==> config.mk <==
export PLATFORM = sky130hd
export DESIGN_NAME = reset_sequencer
export DESIGN_NICKNAME = d
export VERILOG_FILES = /design/src/rtl/reset_sequencer.sv
export SDC_FILE = /design/constraint.sdc
export NUM_CORES = 1
export LEC_CHECK = 0
export ABC_AREA = 1
export CAP_MARGIN = 20
export CORE_MARGIN = 10
export CORE_UTILIZATION = 40
export CTS_CLUSTER_SIZE = 24
export DETAILED_ROUTE_END_ITERATION = 8
export MAX_ROUTING_LAYER = met4
export PLACE_DENSITY = 0.59
export SLEW_MARGIN = 20
export SYNTH_ARGS = -nofsm -noshare
export SYNTH_HDL_FRONTEND = slang
export SYNTH_SLANG_ARGS = --single-unit
==> constraint.sdc <==
create_clock -name clk_in -period 2 [get_ports clk_in]
set_clock_uncertainty 0.15 [all_clocks]
set_input_delay 0.4 -clock clk_in [delete_from_list [all_inputs] [get_ports clk_in]]
set_output_delay 0.4 -clock clk_in [all_outputs]
set_load 0.03 [all_outputs]
==> src/rtl/reset_sequencer.sv <==
// reset_sequencer
//   Staggered multi-channel reset release gated by a stable PLL lock.
//   lock_in & ext_resetb_in is synchronised into clk_in, must stay high for
//   STABLE_CYCLES, then reset_out bits drop one at a time (bit 0 first) every
//   STAGGER_CYCLES. Any loss of the synchronised lock after the first release
//   re-asserts every channel and bumps a saturating event counter.
//
// Optional feature (macro RESET_SEQ_WATCHDOG_EN):
//   While stuck in HOLD for LOCK_TIMEOUT cycles, pulse pll_resetb_out low for
//   8 cycles to kick the PLL, then start timing again. Without the macro
//   pll_resetb_out is tied high.
//
// Ports:
//   clk_in           in   PLL output clock, posedge
//   reset_in         in   async active-high reset
//   lock_in          in   PLL LOCK (async)
//   ext_resetb_in    in   external reset button, active-low (async)
//   reset_out        out  [NUM_CHANNELS] active-high channel resets
//   all_released_out out  high in RUN (every channel released)
//   lock_loss_count  out  [8] saturating lock-loss count
//   pll_resetb_out   out  active-low PLL reset request
module reset_sequencer #(
  parameter int NUM_CHANNELS   = 4,
  parameter int SYNC_STAGES    = 2,
  parameter int STABLE_CYCLES  = 16,
  parameter int STAGGER_CYCLES = 4,
  parameter int LOCK_TIMEOUT   = 4096
) (
  input  logic                    clk_in,
  input  logic                    reset_in,
  input  logic                    lock_in,
  input  logic                    ext_resetb_in,
  output logic [NUM_CHANNELS-1:0] reset_out,
  output logic                    all_released_out,
  output logic [7:0]              lock_loss_count,
  output logic                    pll_resetb_out
);

  localparam int SBW = (STABLE_CYCLES  > 1) ? $clog2(STABLE_CYCLES)  : 1;
  localparam int SGW = (STAGGER_CYCLES > 1) ? $clog2(STAGGER_CYCLES) : 1;
  localparam int CW  = (SBW > SGW) ? SBW : SGW;
  localparam int IW  = (NUM_CHANNELS   > 1) ? $clog2(NUM_CHANNELS)   : 1;

  localparam logic [CW-1:0] STB_LAST = CW'(STABLE_CYCLES - 1);
  localparam logic [CW-1:0] STG_LAST = CW'(STAGGER_CYCLES - 1);
  localparam logic [IW-1:0] IDX_LAST = IW'(NUM_CHANNELS - 1);

  if (NUM_CHANNELS < 1 || SYNC_STAGES < 2 || STABLE_CYCLES < 1 ||
      STAGGER_CYCLES < 1 || LOCK_TIMEOUT < 2) begin : g_bad_param
    $error("reset_sequencer: parameter out of range");
  end

  typedef enum logic [1:0] {HOLD, STABLE, RELEASE, RUN} state_t;

  state_t                  state_q, state_d;
  logic [CW-1:0]           cnt_q, cnt_d;
  logic [IW-1:0]           idx_q, idx_d, idx_nxt;
  logic [NUM_CHANNELS-1:0] rst_q, rst_d;
  logic                    rel_q, rel_d;
  logic [7:0]              llc_q, llc_d;
  logic [SYNC_STAGES-1:0]  sync_q;
  logic                    lock_s;

  // Both async sources are merged before synchronising: either dropping is a loss.
  always_ff @(posedge clk_in or posedge reset_in) begin
    if (reset_in) sync_q <= '0;
    else          sync_q <= {sync_q[SYNC_STAGES-2:0], lock_in & ext_resetb_in};
  end
  assign lock_s = sync_q[SYNC_STAGES-1];

  always_ff @(posedge clk_in or posedge reset_in) begin
    if (reset_in) begin
      state_q <= HOLD;
      cnt_q   <= '0;
      idx_q   <= '0;
      rst_q   <= '1;
      rel_q   <= 1'b0;
      llc_q   <= '0;
    end else begin
      state_q <= state_d;
      cnt_q   <= cnt_d;
      idx_q   <= idx_d;
      rst_q   <= rst_d;
      rel_q   <= rel_d;
      llc_q   <= llc_d;
    end
  end

  assign idx_nxt = idx_q + 1'b1;

  always_comb begin
    state_d = state_q;
    cnt_d   = cnt_q;
    idx_d   = idx_q;
    rst_d   = rst_q;
    rel_d   = rel_q;
    llc_d   = llc_q;
    case (state_q)
      HOLD: begin
        rst_d = '1;
        rel_d = 1'b0;
        cnt_d = '0;
        idx_d = '0;
        if (lock_s) state_d = STABLE;
      end
      STABLE: begin
        if (!lock_s) begin
          // No channel has been released yet, so this is not a counted loss.
          state_d = HOLD;
          cnt_d   = '0;
        end else if (cnt_q == STB_LAST) begin
          rst_d[0] = 1'b0;
          idx_d    = '0;
          cnt_d    = '0;
          if (NUM_CHANNELS == 1) begin
            state_d = RUN;
            rel_d   = 1'b1;
          end else begin
            state_d = RELEASE;
          end
        end else begin
          cnt_d = cnt_q + 1'b1;
        end
      end
      RELEASE, RUN: begin
        if (!lock_s) begin
          state_d = HOLD;
          rst_d   = '1;
          rel_d   = 1'b0;
          cnt_d   = '0;
          idx_d   = '0;
          if (llc_q != 8'hFF) llc_d = llc_q + 8'd1;
        end else if (state_q == RELEASE) begin
          if (cnt_q == STG_LAST) begin
            for (int i = 0; i < NUM_CHANNELS; i++)
              if (IW'(i) == idx_nxt) rst_d[i] = 1'b0;
            idx_d = idx_nxt;
            cnt_d = '0;
            if (idx_nxt == IDX_LAST) begin
              state_d = RUN;
              rel_d   = 1'b1;
            end
          end else begin
            cnt_d = cnt_q + 1'b1;
          end
        end
      end
      default: state_d = HOLD;
    endcase
  end

  assign reset_out        = rst_q;
  assign all_released_out = rel_q;
  assign lock_loss_count  = llc_q;

`ifdef RESET_SEQ_WATCHDOG_EN
  localparam int WW = $clog2(LOCK_TIMEOUT);
  localparam logic [WW-1:0] WD_LAST = WW'(LOCK_TIMEOUT - 1);

  logic [WW-1:0] wd_cnt_q;
  logic [2:0]    pcnt_q;
  logic          pulse_q;

  // The pulse runs to completion regardless of state; the timeout counter
  // is parked at 0 while pulsing and outside HOLD.
  always_ff @(posedge clk_in or posedge reset_in) begin
    if (reset_in) begin
      wd_cnt_q <= '0;
      pcnt_q   <= '0;
      pulse_q  <= 1'b0;
    end else if (pulse_q) begin
      wd_cnt_q <= '0;
      pcnt_q   <= pcnt_q + 3'd1;
      if (pcnt_q == 3'd7) pulse_q <= 1'b0;
    end else if (state_q == HOLD) begin
      if (wd_cnt_q == WD_LAST) begin
        wd_cnt_q <= '0;
        pcnt_q   <= '0;
        pulse_q  <= 1'b1;
      end else begin
        wd_cnt_q <= wd_cnt_q + 1'b1;
      end
    end else begin
      wd_cnt_q <= '0;
    end
  end

  assign pll_resetb_out = ~pulse_q;
`else
  assign pll_resetb_out = 1'b1;
`endif

endmodule

After elaboration in Yosys (flattened, before gate mapping)
Cells that the tools add are included.
W data, S select, Z words.
- output and inout bits: 14
- word-level logic and storage cells: 84
- input bits: 4
- register bits: 23
- muxes and demuxes: 36
- equality and inequality tests: 21
- reduce and logical (&&, ||, !) cells: 12
- add/sub/neg operators: 3
- bitwise operators: 2
- operator list (cell ; number):
    $mux W4 ; 8
    $mux W2 ; 12
    $ne A3 B3 Y1 const B ; 8
    $reduce_and A4 Y1 ; 5
    $pmux W2 S3 ; 2
    $pmux W4 S3 ; 1
    $mux W1 ; 10
    $reduce_and A5 Y1 ; 2
    $add A8 B1 Y8 const B ; 1
    $ne A8 B8 Y1 const B ; 1
    $eq A2 B2 Y1 const B ; 3
    $ne A2 B2 Y1 const B ; 3
    $pmux W3 S2 ; 1
    $add A4 B1 Y4 const B ; 1
    $eq A2 B2 Y1 const A ; 2
    $eq A4 B2 Y1 const B ; 1
    $eq A4 B4 Y1 const B ; 1
    $logic_not A2 Y1 ; 2
    $pmux W1 S3 ; 1
    $reduce_and A3 Y1 ; 1
    $add A2 B1 Y2 const B ; 1
    $eq A1 B2 Y1 const A ; 1
    $eq A2 B1 Y1 const B ; 1
    $pmux W1 S2 ; 1
    other kinds (4) ; 4

Longest topological paths before layout
Gate-level depths: netlist of the first run.
- depth after elaboration: 7
- gate-level depth with buffers: 9
- gate-level depth less buffers: 9

Worst setup path before layout of the first run
No wires, ideal clock.
- path type: reg-to-reg
- start point: reg llc_q[0], in the netlist lock_loss_count[0]
- end point: reg llc_q[3], in the netlist lock_loss_count[3]
- data required time: 1.727 ns
- setup time: 0.123 ns
- path buffers: 0
- data arrival time: 1.364 ns
- cell stages (with the launch flop): 8
- period minus slack after synthesis: 1.638 ns
- slack: 0.362 ns
- cell sequence: dfrtp_1 ha_1 nand2_1 nor2_1 nand2_1 nand2_1 o21ai_0 nand2_1
- cells in the longest elaborated chain, start to end: 2
- elaborated cells between the ends (all ways): 3
- those cells by class: 1 x add/sub; 1 x eq/ne; 1 x reduce/logical
- RTL lines (element ; line ; source):
    start: declaration ; 60 ; logic [7:0] llc_q, llc_d;
    start signal: assignment ; 85 ; llc_q <= llc_d;
    parallel branches: the longest is 2 deep, another holds $add A8 B1 Y8 ; - ;
Parallel ways; which one is timed is not known.
A chain may end at the register's enable or synchronous reset.

Final worst setup path of the first run
- start point: reg llc_q[5], in the netlist lock_loss_count[5]
- end point: out lock_loss_count[5]
- RTL lines (element ; line ; source):
    end: declaration ; 35 ; output logic [7:0] lock_loss_count,
No word-level cell between the ends.

==> impl_metrics.py, run 1 <==
metrics = {
    "timing": {
        "setup_tns_ns": 0,
        "hold-worst-slack_ns": 0.217,
        "finalSetupViolations": 0,
        "grt_setup_unrepaired": "false",
        "min_period_over_period": 0.968,
        "timing.fmax_mhz": 517,
        "finalCriticalPeriod_ns": 1.94,
        "hold_viol": 0,
        "timing.final.ws_setup_ns": 0.0644,
        "maxSlewViolCount": 0,
    },
    "placed_design": {
        "pre_cts_slack_ns": 0.266,
        "post-dp-hpwl_mm": 1.89,
        "postPlaceCellArea_um2": 1420,
        "routabilityCongestion": 0.907,
        "port_buffers": 16,
    },
    "global_route": {
        "grt_use_total": 0.0972,
        "grt_max_degree": 24,
        "antenna_found_initial": 0,
        "grt_first_pass_wirelength_mm": 4.21,
        "grt_overflow": 0,
        "first_global_vias": 949,
    },
    "floorplanning": {
        "fp.dieArea_um2": 5660,
        "die_x_um": 75.3,
        "std_cell_rows": 19,
        "initial_core_util": 0.432,
        "coreArea_um2": 2830,
        "die_h_um": 75.3,
        "io_pins": 18,
    },
    "worst_setup_path": {
        "cp-end-kind": "output pin",
        "start_kind": "flop",
        "critPathBufInv": 1,
        "crit_type": "flop to output pin",
        "cp.required_ns": 1.45,
        "slowest_delay_ns": 0.68,
        "arrival_ns": 1.39,
        "worst-path-max-fanout": 3,
        "reg2reg_slack_ns": 0.34,
        "cp_top_family": "buffers and inverters",
        "cp_cell_sequence": "clkdlybuf4s50_1",
        "cp_slowest_cell": "clkdlybuf4s50_1",
    },
    "cts": {
        "numCtsBuffers": 3,
        "clk_latency_ns": 0.31,
        "clk_path_buf_depth": 2,
        "cts_tree": "yes",
        "cts_sinks": 23,
        "htreeDepth": 1,
        "cts_hold_buffers": 0,
        "clk_pin_slew_ns": 0.13,
        "cts-root-buf": "clkbuf_4",
        "postCtsSetupBuffers": 0,
    },
    "pwr": {
        "power.share.switching": 0.438,
        "internal-power_uw": 895,
        "p_clk_frac": 0.135,
        "power.density_nw_per_um2": 1100,
        "pwr-share-comb": 0.437,
        "switching_power_uw": 698,
        "pwr-share-seq": 0.428,
        "p_leak_uw": 0.000773,
        "ir_drop_mv": 0.606,
    },
    "route": {
        "ant_nets": 0,
        "via_count": 997,
        "drcViolationCount": 0,
        "drt_iter0_drc": 57,
        "wl_per_cell_um": 11.8,
        "dr.pass1.iters": 4,
        "routed_wirelength_mm": 2.42,
        "vias_per_cell": 4.89,
    },
    "finish": {
        "nNetsFinal": 184,
        "syn_to_final_growth_pct": 18.7,
        "n_fill_cell": 262,
        "fin_util": 0.513,
        "diodes": 0,
        "finalInstanceArea_um2": 1450,
        "final_layout_size_suffix_gt1_frac": 0.0694,
    },
    "yosys": {
        "yosys_warnings": 0,
        "seq_area_frac_synth": 0.475,
        "syn_area_um2": 1220,
        "synth_nets": 164,
        "synth_cell_types": 20,
        "syn_inst": 154,
        "synthArstFlopShare": 1.00,
        "synth-seq-cells": 23,
        "ys.flop_type": "dfrtp_1",
        "synth_edf_count": 0,
        "synth.avg_cell_area_um2": 7.93,
    },
    "worst_hold_path": {
        "min_path_type": "flop to flop",
    },
    "run_status": {
        "status": "complete, no violations",
    },
    "run": {
        "drv_cap": 0,
    },
}
[synth_stat cells (all sizes together) (2+ instances only)]
library cell	n	area (um2)
nand4	3	18.8
xor2	2	17.5
dfstp	4	105
nor2	13	51.3
nor3	2	10.0
dfrtp	19	475
a21oi	2	10.0
xnor2	3	26.3
inv	19	71.3
o21ai	6	30.0
buf	2	12.5
ha	6	75.1
nand3	21	105
nand2	49	184
[metal layers]
metal | GRT usage | share of wire | wire, um
met1 | 0.120 | 0.49 | 1170
met2 | 0.150 | 0.46 | 1110
met3 | 0.0329 | 0.048 | 115
met4 | 0.0247 | 0.0070 | 17
met5 | - | 0 | 0
[cell families after synthesis]
| logic type | synth area share |
|---|---|
| XOR/XNOR | 0.0359 |
| adder cells (fa/ha/maj) | 0.0615 |
| buffers and inverters | 0.0686 |
| other | 0.00307 |
| AND/OR/NAND/NOR | 0.307 |
| AO/OA/AOI/OAI | 0.0482 |
| flip-flops | 0.475 |
[layout make-up]
cell class / instances / area (um2) / share of cell area
Inverter: 19 / 71.3 / 0.0492
Sequential cell: 23 / 581 / 0.400
Timing Repair Buffer: 17 / 173 / 0.119
Tap cell: 31 / 38.8 / 0.0267
Multi-Input combinational cell: 110 / 557 / 0.384
Clock inverter: 1 / 7.51 / 0.00518
Clock buffer: 3 / 22.5 / 0.0155
[state kept, by name, indices dropped and copies added, names as in the netlist]
name,cells
all_released_out,1
cnt_q,4
idx_q,2
lock_loss_count,8
reset_out,4
state_q,2
sync_q,2
[final timing paths]
path	start	end	depth (start not counted)
worst max-delay path	lock_loss_count[5]$_DFFE_PP0P_	lock_loss_count[5]	1
worst min-delay path	sync_q[0]$_DFF_PP0_	sync_q[1]$_DFF_PP0_	0
worst max register to register	lock_loss_count[0]$_DFFE_PP0P_	lock_loss_count[3]$_DFFE_PP0P_	7
worst min register to register	sync_q[0]$_DFF_PP0_	sync_q[1]$_DFF_PP0_	0
max in group asynchronous	reset_in	reset_out[0]$_DFFE_PP1P_	3
min in group asynchronous	reset_in	lock_loss_count[7]$_DFFE_PP0P_	3
[power groups by stage]
stage / registers (uW) / clock network [uW] / logic (uW)
2_1_floorplan: 791 / 0 / 403
3_3_place_gp: 687 / 0 / 728
3_5_place_dp: 692 / 0 / 738
4_1_cts: 682 / 229 / 711
5_1_grt: 702 / 245 / 794
6_report: 681 / 215 / 696
[repair_timing]
| action | 4_1_cts | 5_1_grt |
|---|---|---|
| gates cloned | 0 | 0 |
| setup endpoints to repair | 6 | 5 |
| gates resized for setup | 6 | 5 |
[per-stage QoR]
stage,power (uW),instances
after floorplan,1190,154
after global routing,1740,204
after CTS,1620,204
after global placement,1420,200
final,1590,204
after detailed placement,1430,200
[layout by cell type (no fill, tap or decap)]
cell type / instances
xnor2_1: 3
o21bai_4: 1
nor2_2: 1
nand3_1: 21
o21ai_1: 1
clkdlybuf4s50_1: 5
conb_1: 1
dlygate4sd2_1: 6
clkinvlp_4: 1
or2_2: 1
nand2_1: 49
xor2_1: 2
nor2_1: 12
dfstp_2: 4
clkbuf_4: 3
dfrtp_1: 19
inv_1: 19
nor3_1: 2
ha_1: 6
dlymetal6s2s_1: 5
o21ai_0: 5
a21oi_1: 2
nand4_1: 3
buf_4: 1
Power figures use the tool's default switching activity.
==> run 2: changes to the inputs <==
ABC_CLOCK_PERIOD_IN_PS = 2000   (was unset)
==> results of run 2 <==
The final DEF is identical to that of run 1; final timing and power are the same.
